## src/rtl/rasterbars_pkg.sv

```systemverilog
// Shared types and helpers for the raster-bar renderer: 12-bit RGB colour,
// per-step colour increment, saturating channel add and the update FSM states.
package rasterbars_pkg;

    typedef logic [11:0] colr_t;

    typedef enum logic [1:0] {IDLE, INIT, CALC, DONE} upd_state_t;

    // Each intensity step adds one to every 4-bit channel.
    localparam colr_t COLR_STEP = 12'h111;

    // base + i*COLR_STEP, each 4-bit channel clamped at 0xF.
    function automatic colr_t colr_add_sat(input colr_t base, input logic [3:0] i);
        colr_t      r;
        logic [7:0] s;
        r = '0;
        for (int c = 0; c < 3; c++) begin
            s = 8'(base[4*c +: 4]) + 8'(i) * 8'(COLR_STEP[4*c +: 4]);
            r[4*c +: 4] = (s > 8'd15) ? 4'hF : s[3:0];
        end
        return r;
    endfunction

endpackage

```

## src/rtl/rasterbar_grad.sv

```systemverilog
// One bar's vertical colour gradient: triggered on its line, it ramps colour
// intensity up for STEPS steps then back down, COLR_LINES lines per step.
module rasterbar_grad
    import rasterbars_pkg::*;
#(
    parameter int STEPS      = 10,
    parameter int COLR_LINES = 3
) (
    input  logic  clk,
    input  logic  rst_n,
    input  logic  line,
    input  logic  trig,
    input  colr_t base,
    output logic  drawing,
    output colr_t colr
);
    localparam int LW = (COLR_LINES > 1) ? $clog2(COLR_LINES) : 1;

    logic [4:0]    step;
    logic [LW-1:0] lcnt;
    logic [3:0]    inten;

    // Step/line counters; a trigger always restarts from the top of the bar.
    always_ff @(posedge clk or negedge rst_n) begin
        if (!rst_n) begin
            step    <= '0;
            lcnt    <= '0;
            drawing <= 1'b0;
        end else if (trig) begin
            step    <= '0;
            lcnt    <= '0;
            drawing <= 1'b1;
        end else if (drawing && line) begin
            if (lcnt == LW'(COLR_LINES - 1)) begin
                lcnt <= '0;
                if (step == 5'(2*STEPS - 1)) drawing <= 1'b0;
                else                         step    <= step + 5'd1;
            end else begin
                lcnt <= lcnt + LW'(1);
            end
        end
    end

    // Intensity rises with step in the first half and mirrors in the second.
    always_comb begin
        inten = (step < 5'(STEPS)) ? step[3:0] : 4'(5'(2*STEPS - 1) - step);
        colr  = colr_add_sat(base, inten);
    end
endmodule

```

## src/rtl/sine_table.sv

```systemverilog
// 256-entry signed sine source with a combinational read. Values come from a
// parabolic half-wave approximation: |y| = p*(128-p)/32 clamped to 127, where
// p is the phase within the half period; the upper half period is negated.
module sine_table (
    input  logic [7:0]        id,
    output logic signed [7:0] data
);
    logic [7:0]  p;
    logic [15:0] prod;
    logic [10:0] mag_w;
    logic [7:0]  mag;

    // Parabola magnitude, clamp, then sign by half period.
    always_comb begin
        p     = {1'b0, id[6:0]};
        prod  = 16'(p) * 16'(8'd128 - p);
        mag_w = 11'(prod >> 5);
        mag   = (mag_w > 11'd127) ? 8'd127 : mag_w[7:0];
        data  = id[7] ? -signed'(mag) : signed'(mag);
    end
endmodule

```

## src/rtl/render_rasterbars_n.sv

```systemverilog
// Raster-bar renderer: once per frame the bar positions are recomputed from a
// scrolling sine index; each line, the lowest-index drawing bar supplies the
// colour. Define RASTERBARS_ZSORT_EN so rising bars are drawn in front.
module render_rasterbars_n
    import rasterbars_pkg::*;
#(
    parameter int CORDW      = 16,
    parameter int BARS       = 4,
    parameter int VCENTER    = 180,
    parameter int COLR_LINES = 3,
    parameter int STEPS      = 10,
    parameter int SPEED      = 1,
    parameter     SIN_FILE   = "",
    parameter int SIN_SHIFT  = 0
) (
    input  logic                    clk,
    input  logic                    rst_n,
    input  logic                    start,
    input  logic                    line,
    input  logic signed [CORDW-1:0] sy,
    input  logic [12*BARS-1:0]      base_colr,
    output logic [11:0]             bar_colr,
    output logic                    bar_up,
    output logic [2:0]              bar_id,
    output logic                    upd_done
);
    localparam int KW = (BARS > 1) ? $clog2(BARS) : 1;

    upd_state_t state, state_nx;
    logic [7:0]               sin_id;
    logic [KW-1:0]            k;
    logic [7:0]               sin_addr;
    logic signed [7:0]        sin_data, sin_sh;
    logic signed [CORDW-1:0]  bar_new;
    logic signed [CORDW-1:0]  bar_y    [BARS];
    logic signed [CORDW-1:0]  bar_prev [BARS];
    logic [BARS-1:0]          drw, rising;
    colr_t                    gcolr [BARS];
    logic                     sel_any;
    logic [2:0]               sel;

    assign sin_addr = sin_id + 8'(32'(k) * (256 / BARS));
    assign sin_sh   = sin_data >>> SIN_SHIFT;
    assign bar_new  = CORDW'(VCENTER) + {{(CORDW-8){sin_sh[7]}}, sin_sh};

    sine_table u_sin (.id(sin_addr), .data(sin_data));

    // Update FSM state register.
    always_ff @(posedge clk or negedge rst_n) begin
        if (!rst_n) state <= IDLE;
        else        state <= state_nx;
    end

    // Next state: start only accepted while idle.
    always_comb begin
        state_nx = state;
        case (state)
            IDLE: if (start) state_nx = INIT;
            INIT: state_nx = CALC;
            CALC: if (k == KW'(BARS - 1)) state_nx = DONE;
            DONE: state_nx = IDLE;
            default: state_nx = IDLE;
        endcase
    end

    // Position datapath: one bar recomputed per CALC cycle.
    always_ff @(posedge clk or negedge rst_n) begin
        if (!rst_n) begin
            sin_id   <= '0;
            k        <= '0;
            upd_done <= 1'b0;
            for (int i = 0; i < BARS; i++) begin
                bar_y[i]    <= CORDW'(VCENTER);
                bar_prev[i] <= CORDW'(VCENTER);
            end
        end else begin
            upd_done <= (state == DONE);
            if (state == INIT) begin
                sin_id <= sin_id + 8'(SPEED);
                k      <= '0;
            end else if (state == CALC) begin
                bar_y[k]    <= bar_new;
                bar_prev[k] <= bar_y[k];
                k           <= k + KW'(1);
            end
        end
    end

    for (genvar g = 0; g < BARS; g++) begin : g_bar
        assign rising[g] = (bar_y[g] < bar_prev[g]);
        rasterbar_grad #(.STEPS(STEPS), .COLR_LINES(COLR_LINES)) u_grad (
            .clk     (clk),
            .rst_n   (rst_n),
            .line    (line),
            .trig    (line && (sy == bar_y[g])),
            .base    (base_colr[12*g +: 12]),
            .drawing (drw[g]),
            .colr    (gcolr[g])
        );
    end

    // Pick the visible bar: lowest-index drawing bar, rising bars first if sorted.
    always_comb begin
        sel_any = 1'b0;
        sel     = '0;
        for (int i = BARS - 1; i >= 0; i--) begin
            if (drw[i]) begin
                sel_any = 1'b1;
                sel     = 3'(i);
            end
        end
`ifdef RASTERBARS_ZSORT_EN
        for (int i = BARS - 1; i >= 0; i--) begin
            if (drw[i] && rising[i]) sel = 3'(i);
        end
`endif
    end

    // Registered pixel outputs.
    always_ff @(posedge clk or negedge rst_n) begin
        if (!rst_n) begin
            bar_colr <= '0;
            bar_up   <= 1'b0;
            bar_id   <= '0;
        end else begin
            bar_colr <= sel_any ? gcolr[sel[KW-1:0]]  : 12'h000;
            bar_up   <= sel_any ? rising[sel[KW-1:0]] : 1'b0;
            bar_id   <= sel;
        end
    end
endmodule

```

## config.mk

```make
export PLATFORM = sky130hd
export DESIGN_NAME = render_rasterbars_n
export DESIGN_NICKNAME = d
export VERILOG_FILES = /design/src/rtl/rasterbars_pkg.sv /design/src/rtl/rasterbar_grad.sv /design/src/rtl/sine_table.sv /design/src/rtl/render_rasterbars_n.sv
export SDC_FILE = /design/constraint.sdc
export NUM_CORES = 1
export LEC_CHECK = 0
export ABC_AREA = 1
export CORE_MARGIN = 4
export CORE_UTILIZATION = 40
export DETAILED_ROUTE_END_ITERATION = 7
export PLACE_DENSITY = 0.66
export SLEW_MARGIN = 20
export SYNTH_ARGS = -nofsm -noshare
export SYNTH_HDL_FRONTEND = slang
export SYNTH_SLANG_ARGS = --single-unit
```

## constraint.sdc

```tcl
create_clock -name clk -period 9.15 [get_ports clk]
set_input_delay 2.745 -clock clk [delete_from_list [all_inputs] [get_ports clk]]
set_output_delay 2.745 -clock clk [all_outputs]
set_load 0.05 [all_outputs]
```

# After elaboration in Yosys (flattened, before gate mapping)
# Cells that the tools add are included.
[totals]
ff_bits = 189
latchBits = 0
ramBits = 0
romBits = 0
input_bits = 68
output_inout_bits = 17
elab_cells = 230
memories = 0
[op_classes]
addsub = 30
mul = 1
div = 0
order_cmp = 25
eq_ne = 22
shifts = 0
mux = 89
bitwise_logic = 3
n_reduce_logical = 33
[ops]
columns = ["cell", "count"]
rows = [
  ["$bwmux W64", 2],
  ["$gt A8 B4 Y1 const B", 12],
  ["$mux W5", 16],
  ["$eq A16 B16 Y1", 4],
  ["$lt A16 B16 Y1", 4],
  ["$mux W4", 16],
  ["$add A4 B4 Y5", 12],
  ["$mux W16", 3],
  ["$mux W2", 19],
  ["$mux W12", 3],
  ["$bmux W16 S2", 1],
  ["$demux W16 S2", 1],
  ["$reduce_bool A2 Y1", 13],
  ["$bmux W12 S2", 1],
  ["$reduce_and A3 Y1", 8],
  ["$mux W1", 22],
  ["$add A5 B1 Y5 const B", 4],
  ["$eq A5 B5 Y1 const B", 4],
  ["$lt A5 B4 Y1 const B", 4],
  ["$mul A7 B16 Y16", 1],
  ["$mux W8", 2],
  ["$sub A2 B4 Y4 const A", 4],
  ["$eq A2 B2 Y1 const B", 7],
  ["$gt A11 B7 Y1 const B", 1],
  ["20 further kinds", 39],
]

# Depth between registers and ports, before layout
# Gate-level depths: netlist of the first run.
[logic_depth]
word_depth = 9
depth_mapped = 42
ltp_nobuf = 41

# Modules after synthesis
# A second synthesis of the first run with hierarchy kept.
[unflattened]
cells_unflattened = 1580
hier_area_um2 = 11990.2
[by_module_without_submodules]
columns = ["module", "n_inst", "cells_per_inst", "area_per_inst_um2", "seq_area_each_um2"]
rows = [
  ["render_rasterbars_n", 1, 733, 5846.9, 2542.4],
  ["rasterbar_grad", 4, 131, 960.9, 200.2],
  ["sine_table", 1, 323, 2299.7, 0.0],
]

# Least setup slack after synthesis of the first run
# No wires, ideal clock.
[synth_path]
path_type = "register to register"
startpoint = "register sin_id[0]"
endpoint = "register bar_y[22] in the netlist's numbering"
setup_ns = 0.118
t_arrival_ns = 6.373
required_time_ns = 9.032
path_slack_ns = 2.659
path_stages_with_launch = 37
n_path_buf = 1
synth_period_minus_slack_ns = 6.491
cell_sequence = "dfrtp_1 -> clkbuf_1 -> inv_1 -> ha_1 -> ha_1 -> or2_2 -> fa_1 -> fa_1 -> inv_1 -> fa_1 -> inv_1 -> fa_1 -> inv_1 -> ha_1 -> nand2_1 -> inv_2 -> a21oi_1 -> nand2_1 -> nand2_1 -> nand2_1 -> nand2_1 -> nand2_2 -> nor2_8 -> nand2_4 -> inv_1 -> nand2_1 -> inv_1 -> ha_1 -> inv_1 -> nand2_1 -> xor2_1 -> inv_2 -> ha_1 -> a21oi_2 -> nand3_1 -> nand3_1 -> nand2_1"
[synth_via]
elab_chain_len = 9
[synth_rtl]
columns = ["element", "line_no", "text"]
rows = [
  ["from (decl)", "render_rasterbars_n.sv:30", "logic [7:0] sin_id;"],
  ["from (signal assigned)", "render_rasterbars_n.sv:79", "sin_id <= sin_id + 8'(SPEED);"],
  ["$add A8 B8 Y8 (*)", "render_rasterbars_n.sv:42", "assign sin_addr = sin_id + 8'(32'(k) * (256 / BARS));"],
  ["$sub A8 B7 Y9", "sine_table.sv:16", "prod = 16'(p) * 16'(8'd128 - p);"],
  ["$mul A7 B16 Y16", "sine_table.sv:16", ""],
  ["$gt A11 B7 Y1", "sine_table.sv:18", "mag = (mag_w > 11'd127) ? 8'd127 : mag_w[7:0];"],
  ["$mux W8", "sine_table.sv:18", ""],
  ["$neg A8 Y8", "sine_table.sv:19", "data = id[7] ? -signed'(mag) : signed'(mag);"],
  ["$mux W8 (*)", "sine_table.sv:19", ""],
  ["$add A9 B8 Y10 (*)", "render_rasterbars_n.sv:44", "assign bar_new = CORDW'(VCENTER) + {{(CORDW-8){sin_sh[7]}}, sin_sh};"],
  ["$bwmux W64 (*)", "render_rasterbars_n.sv:82", "bar_y[k] <= bar_new;"],
  ["to (signal, indexed assignment)", "render_rasterbars_n.sv:73", "bar_y[i] <= CORDW'(VCENTER);"],
  ["to (signal, indexed assignment)", "render_rasterbars_n.sv:82", ""],
  ["to (decl)", "render_rasterbars_n.sv:35", "logic signed [CORDW-1:0] bar_y [BARS];"],
]
# Every way passes the cells marked *; elsewhere a longest branch is shown, timed or not.
# A chain may end at the register's enable or synchronous reset.

# Worst setup path in the final report of the first run
[layout_path]
startpoint = "register sin_id[0]"
endpoint = "register bar_y[20] in the netlist's numbering"
# The elaborated chain is that of the path after synthesis.

==> qor.csv, run 1 <==
stage,metric,value,unit
status,outcome,"complete, no violations",
clock_tree,hold_buf cts,0,
min_path,type of the most critical hold path,reg -> reg,
timing,Hold WS,0.484,ns
grt,largest net degree at the start of global routing,70,
clock_tree,CTS H-tree lvls,4,
die,Initial Util,41.0,%
timing,Final Skew,0.0151,ns
yosys,asr flop ratio synth,100,%
grt,GRT Overall Usage,18.8,%
yosys,Gate Count Post-Synth,1444,
grt,number of global-route vias before repair,9843,
layout,fin area,0.0134,mm^2
yosys,synthesized area per cell,7.97,um^2
critical_path,kind of critical path,reg -> reg,
timing,Fin Setup TNS,0,ns
die,Row Count,61,
layout,final net count,1789,
critical_path,CP required,9.50,ns
timing,Final min period,7.03,ns
routing,routed vias/inst,5.05,
clock_tree,Max clock buf depth,2,
clock_tree,Clock transition at path regs,0.06,ns
grt,first-pass GRT wire length,48100,um
grt,initial antenna violation count,0,
critical_path,"Arr. time, crit path",7.39,ns
clock_tree,Post-CTS Setup Bufs,0,
yosys,#FFs+latches synth,132,
yosys,"EDFF count, synth",0,
clock_tree,clock sink count,132,
clock_tree,CTS tree,done,
critical_path,crit start category,flip-flop,
routing,WL/cell,15.1,um
critical_path,slowest CP cell,dfrtp_1,
timing,"Slew Viols, Final",0,
die,die height,178,um
timing,setup violators final,0,
yosys,synth warn,0,
layout,ANT cells,0,
routing,routed length on met1,13600,um
die,Top Ports,85,
grt,total global routing overflow,0,
layout,layout cell share with drive strength beyond 1,8.91,%
clock_tree,Root Driver,clkbuf_16,
critical_path,CP max stage delay,0.61,ns
critical_path,CP endpoint kind,flip-flop,
yosys,Synth area leaders,"dfrtp_1, ha_1, nand2_1",
place,Port Buffer Count,83,
timing,max_slew headroom,40.7,%
yosys,Netlist cell types,56,
routing,WL met2,13100,um
routing,DRC viols,0,
die,Die ar.,0.0316,mm^2
run,Max Cap Viol,0,
timing,worst-margin pin slew,0.890,ns
routing,DRT iter0 DRCs,586,
critical_path,CP Max Fanout,13,
yosys,ys flop type,dfrtp_1,
die,die width,178,um
clock_tree,cts bufs inserted,17,
routing,post-detailed-route count of antenna-violating nets,0,
routing,Detailed Route WL,29000,um
place,hpwl dp,22900,um
yosys,sequential fraction of the synthesis area,29.0,%
timing,period utilisation layout,76.8,%
clock_tree,# resized after CTS,0,
routing,WL met3,1570,um
layout,post-layout util,47.6,%
clock_tree,clock insertion delay at the later pin of the skew report,0.43,ns
timing,RSZ-0062 raised after global routing,no,
routing,Top Metal Used,met4,
place,Post-DP Area,0.0128,mm^2
timing,FMAX,0.142,GHz
layout,synthesis-to-finish area growth,16.1,%
yosys,top cell type's share of synthesized area,21.7,%
timing,Fin. Hold Viols,0,
routing,routed vias,9729,
critical_path,cell mode on critical path,inv_1,
yosys,Mapped Area,0.0115,mm^2
routing,Pre-antenna DRT Iters,5,
place,GP Congestion,0.908,
yosys,dominant cell type by area after synthesis,dfrtp_1,
die,core box area,0.0281,mm^2
[final cells by class]
cell class | instances | area (um^2)
clock inverter | 14 | 138
inverter | 239 | 900
tap | 378 | 473
clock buffer | 18 | 429
sequential | 132 | 3340
multi-input combinational | 1056 | 7200
fill | 2775 | 14700
timing repair buffer | 89 | 877
[cells in the mapped netlist (16+ instances only)]
library cell and count:
nand2_1 279, inv_1 224, ha_1 146, nor2_1 107, dfrtp_1 100, o21ai_0 85
a21oi_1 76, nand3_1 60, xor2_1 51, fa_1 40, dfstp_2 32, xnor2_1 27
nor3_1 22, clkbuf_1 20, nand4_1 16
[state kept, by name (all words and copies together) (netlist names)]
register              cells
sin_id                    8
bar_up                    1
bar_colr                 12
bar_id                    2
g_bar.u_grad.step        20
g_bar.u_grad.lcnt         8
g_bar.u_grad.drawing      4
bar_prev                 36
bar_y                    36
upd_done                  1
state                     2
k                         2
[worst max-delay path, delay by kind of cell (launching register included)]
kind	cells	cell delay (ns)
flops	1	0.61
xor+xnor	2	0.46
fa+ha+maj	9	3.45
buf+inv	10	0.85
simple gates	11	1.30
compound gates	2	0.29
[through the flow]
step | setup slack [ns] | instances
3_3_place_gp | 2.27 | 1894
2_1_floorplan | 2.66 | 1451
3_5_place_dp | 2.11 | 1894
5_1_grt | 1.65 | 1926
4_1_cts | 2.10 | 1926
6_report | 2.12 | 1926
[path summary, 6_finish.rpt]
check	start	end	slack (ns)	cells past startpoint
worst max-delay path	sin_id[0]	bar_y[20]	2.12	34
worst min-delay path	bar_prev[0]	bar_prev[0]	0.48	2
worst max register to register	sin_id[0]	bar_y[20]	2.12	34
worst min register to register	bar_prev[0]	bar_prev[0]	0.48	2
max in group asynchronous	rst_n	g_bar[3].u_grad.step[3]	5.54	2
min in group asynchronous	rst_n	bar_id[0]	2.29	1
[logic make-up after synthesis]
family                     after synthesis  share of synthesized area [%]
and+or+nand+nor                        545                           21.4
buffers and inverters                  263                           8.67
AOI/OAI and AO/OA                      238                           12.1
adders and majority gates              186                           22.8
DFF                                    132                           29.0
xor gates and xnor gates                78                           5.93
other                                    2                         0.0652
[cell usage in the layout (no fill, tap or decap), types with 4 or more instances in the layout]
cell type,count
xor2_1,51
or2_2,7
a31oi_1,10
inv_1,224
clkbuf_16,17
o21ai_1,5
clkinvlp_4,4
o21ai_2,6
nand2_2,15
o21a_1,5
a211oi_1,8
a21oi_2,5
nor3_1,22
nor2_1,107
nand2_1,279
clkdlybuf4s50_1,82
dfrtp_1,100
dfstp_2,32
conb_1,9
fa_1,40
o22ai_1,14
a32o_1,9
ha_1,146
nand3_1,60
clkinv_2,6
inv_2,11
buf_4,6
a21oi_1,75
nand4_1,16
nand3_2,5
o21ai_0,85
nor4_1,13
xnor2_1,27
[per-layer routing]
metal / global-route usage, % / vias up
met5: 0 / -
met4: 5.96 / 0
met3: 3.71 / 49
met2: 31.0 / 228
met1: 25.0 / 4564
li1: - / 4888
Power of run 1 is not shown: default switching activity piles up to over one toggle a cycle in this logic, so the estimate is an artifact.
==> run 2: changes to the inputs <==
==> constraint.sdc (replaced) <==
create_clock -name clk -period 7.2 [get_ports clk]
set_input_delay 2.16 -clock clk [delete_from_list [all_inputs] [get_ports clk]]
set_output_delay 2.16 -clock clk [all_outputs]
set_load 0.05 [all_outputs]
==> run 2 against run 1 <==
  * Register-to-register slack got worse by 1.6 ns
  * Hold slack got worse by 0.0030 ns
  * Core utilization increased by 0.31 points
  * Maximum frequency increased by 5.3%
  * Die area unchanged
  * Critical path type unchanged
  * Critical endpoint is now bar_y[38]
==> qor.csv, run 2 (synthesized netlist as in run 1, its figures left out) <==
stage,metric,value,unit
status,outcome,"complete, no violations",
timing,FMAX,0.150,GHz
critical_path,CP required,7.50,ns
routing,DRC viols,0,
routing,Pre-antenna DRT Iters,5,
grt,first-pass GRT wire length,48100,um
clock_tree,clock insertion delay at the later pin of the skew report,0.42,ns
layout,layout cell share with drive strength beyond 1,9.47,%
timing,period utilisation layout,92.7,%
critical_path,CP endpoint kind,flip-flop,
critical_path,"Arr. time, crit path",6.98,ns
die,core box area,0.0281,mm^2
critical_path,CP Depth,35,
min_path,type of the most critical hold path,reg -> reg,
min_path,Hold Path Sink,bar_prev[0],
timing,setup violators final,0,
timing,worst-margin pin slew,0.726,ns
routing,Detailed Route WL,29100,um
layout,synthesis-to-finish area growth,16.8,%
timing,Fin Setup TNS,0,ns
critical_path,Buf/Inv on CP,9,
timing,Final Skew,0.0108,ns
die,die width,178,um
clock_tree,CTS tree,done,
critical_path,crit start category,flip-flop,
critical_path,r2r worst-path depth,35,
grt,largest net degree at the start of global routing,78,
critical_path,CP top delay family,adder cells,
run,Max Cap Viol,0,
clock_tree,cts bufs inserted,17,
grt,GRT Overall Usage,18.8,%
die,Top Ports,85,
critical_path,kind of critical path,reg -> reg,
routing,routed vias,9785,
timing,Hold WS,0.481,ns
place,hpwl dp,23000,um
min_path,Hold Crit Depth,2,
routing,WL/cell,15.1,um
die,die height,178,um
layout,final net count,1793,
critical_path,flop-to-flop setup slack,0.52,ns
routing,DRT iter0 DRCs,673,
critical_path,r2r startpoint,sin_id[1],
layout,Final Instance Count excl. Fillers,1931,
routing,routed vias/inst,5.07,
clock_tree,clock sink count,132,
critical_path,CP Max Fanout,7,
clock_tree,Clock transition at path regs,0.06,ns
die,Die ar.,0.0316,mm^2
clock_tree,Max clock buf depth,2,
critical_path,Worst R2R End,bar_y[38],
clock_tree,CTS H-tree lvls,4,
min_path,hold path startpoint,bar_prev[0],
layout,Largest regs,"bar_prev: 36 flops, bar_y: 36 flops, g_bar.u_grad.step: 20 flops",
timing,Fin. Hold Viols,0,
grt,initial antenna violation count,0,
timing,Final min period,6.68,ns
place,GP Congestion,0.918,
grt,total global routing overflow,0,
critical_path,cell mode on critical path,nand2_1,
clock_tree,Root Driver,clkbuf_16,
layout,fillers,2815,
timing,RSZ-0062 raised after global routing,no,
critical_path,CP max stage delay,0.54,ns
layout,most frequent cells in the layout,"nand2_1, inv_1, ha_1",
critical_path,slowest CP cell,fa_1,
routing,post-detailed-route count of antenna-violating nets,0,
die,Row Count,61,
place,dpl cells,1896,
grt,number of global-route vias before repair,9910,
timing,max_slew headroom,51.5,%
timing,"Slew Viols, Final",0,
place,Port Buffer Count,83,
layout,"most common cell after layout, fill and taps aside",nand2_1,
die,Initial Util,41.0,%
-- run 2: changes by cell type in the layout (fill, tap and decap cells not counted), moves of 2 or more --
cell      before  now
buf_4          6   10
clkinv_2       6    2
inv_1        224  222
inv_2         11   13
inv_6          1    3
-- run 2: tightest hold or removal path: cells and delay by family (launching register included) --
family	cells	cell delay, ns
flip-flops	1	0.34
AO/OA/AOI/OAI	1	0.06
AND/OR/NAND/NOR	1	0.05
-- run 2: area by class of cell --
cell class / count / area (um^2) / share of cell area, %
well taps: 378 / 473 / 3.52
multi-input cells: 1056 / 7210 / 53.6
diodes: 1 / 2.50 / 0.0186
clock inverters: 14 / 178 / 1.32
inverters: 239 / 900 / 6.69
clock buffers: 18 / 429 / 3.19
repair buffers: 93 / 907 / 6.75
flip-flops and latches: 132 / 3340 / 24.9
-- run 2: how the worst max path moves through the flow --
stage | start | to | slack (ns)
6_report | sin_id[1] | bar_y[38] | 0.52
3_3_place_gp | sin_id[0] | bar_y[22] | 0.54
4_1_cts | sin_id[0] | bar_y[38] | 0.36
5_1_grt | sin_id[0] | bar_y[38] | 0.006
2_1_floorplan | sin_id[0] | bar_y[22] | 0.71
3_5_place_dp | sin_id[0] | bar_y[22] | 0.41
-- run 2: what timing repair did --
item	CTS	global route
buffers inserted	0	2
setup endpoints to repair	0	12
resized for setup	0	5
hold buffers	0	0
-- run 2: routing by layer --
metal / wire (um) / up-vias / GRT usage (%) / share of wire, %
li1: - / 4903 / - / -
met1: 13400 / 4615 / 25.0 / 46
met2: 13300 / 231 / 31.4 / 46
met3: 1680 / 36 / 3.37 / 5.8
met4: 622 / 0 / 5.54 / 2.1
met5: 0 / - / 0 / 0
-- run 2: stage by stage --
step / instance area [um^2] / util, % / setup slack, ns
floorplan: 11500 / - / 0.709
global placement: 12800 / 45.6 / 0.538
detailed placement: 12800 / 45.6 / 0.408
CTS: 13400 / 47.8 / 0.364
global route: 13400 / 47.9 / 0.00642
finish: 13400 / 47.9 / 0.522
Power of run 2 is left out for the same reason.
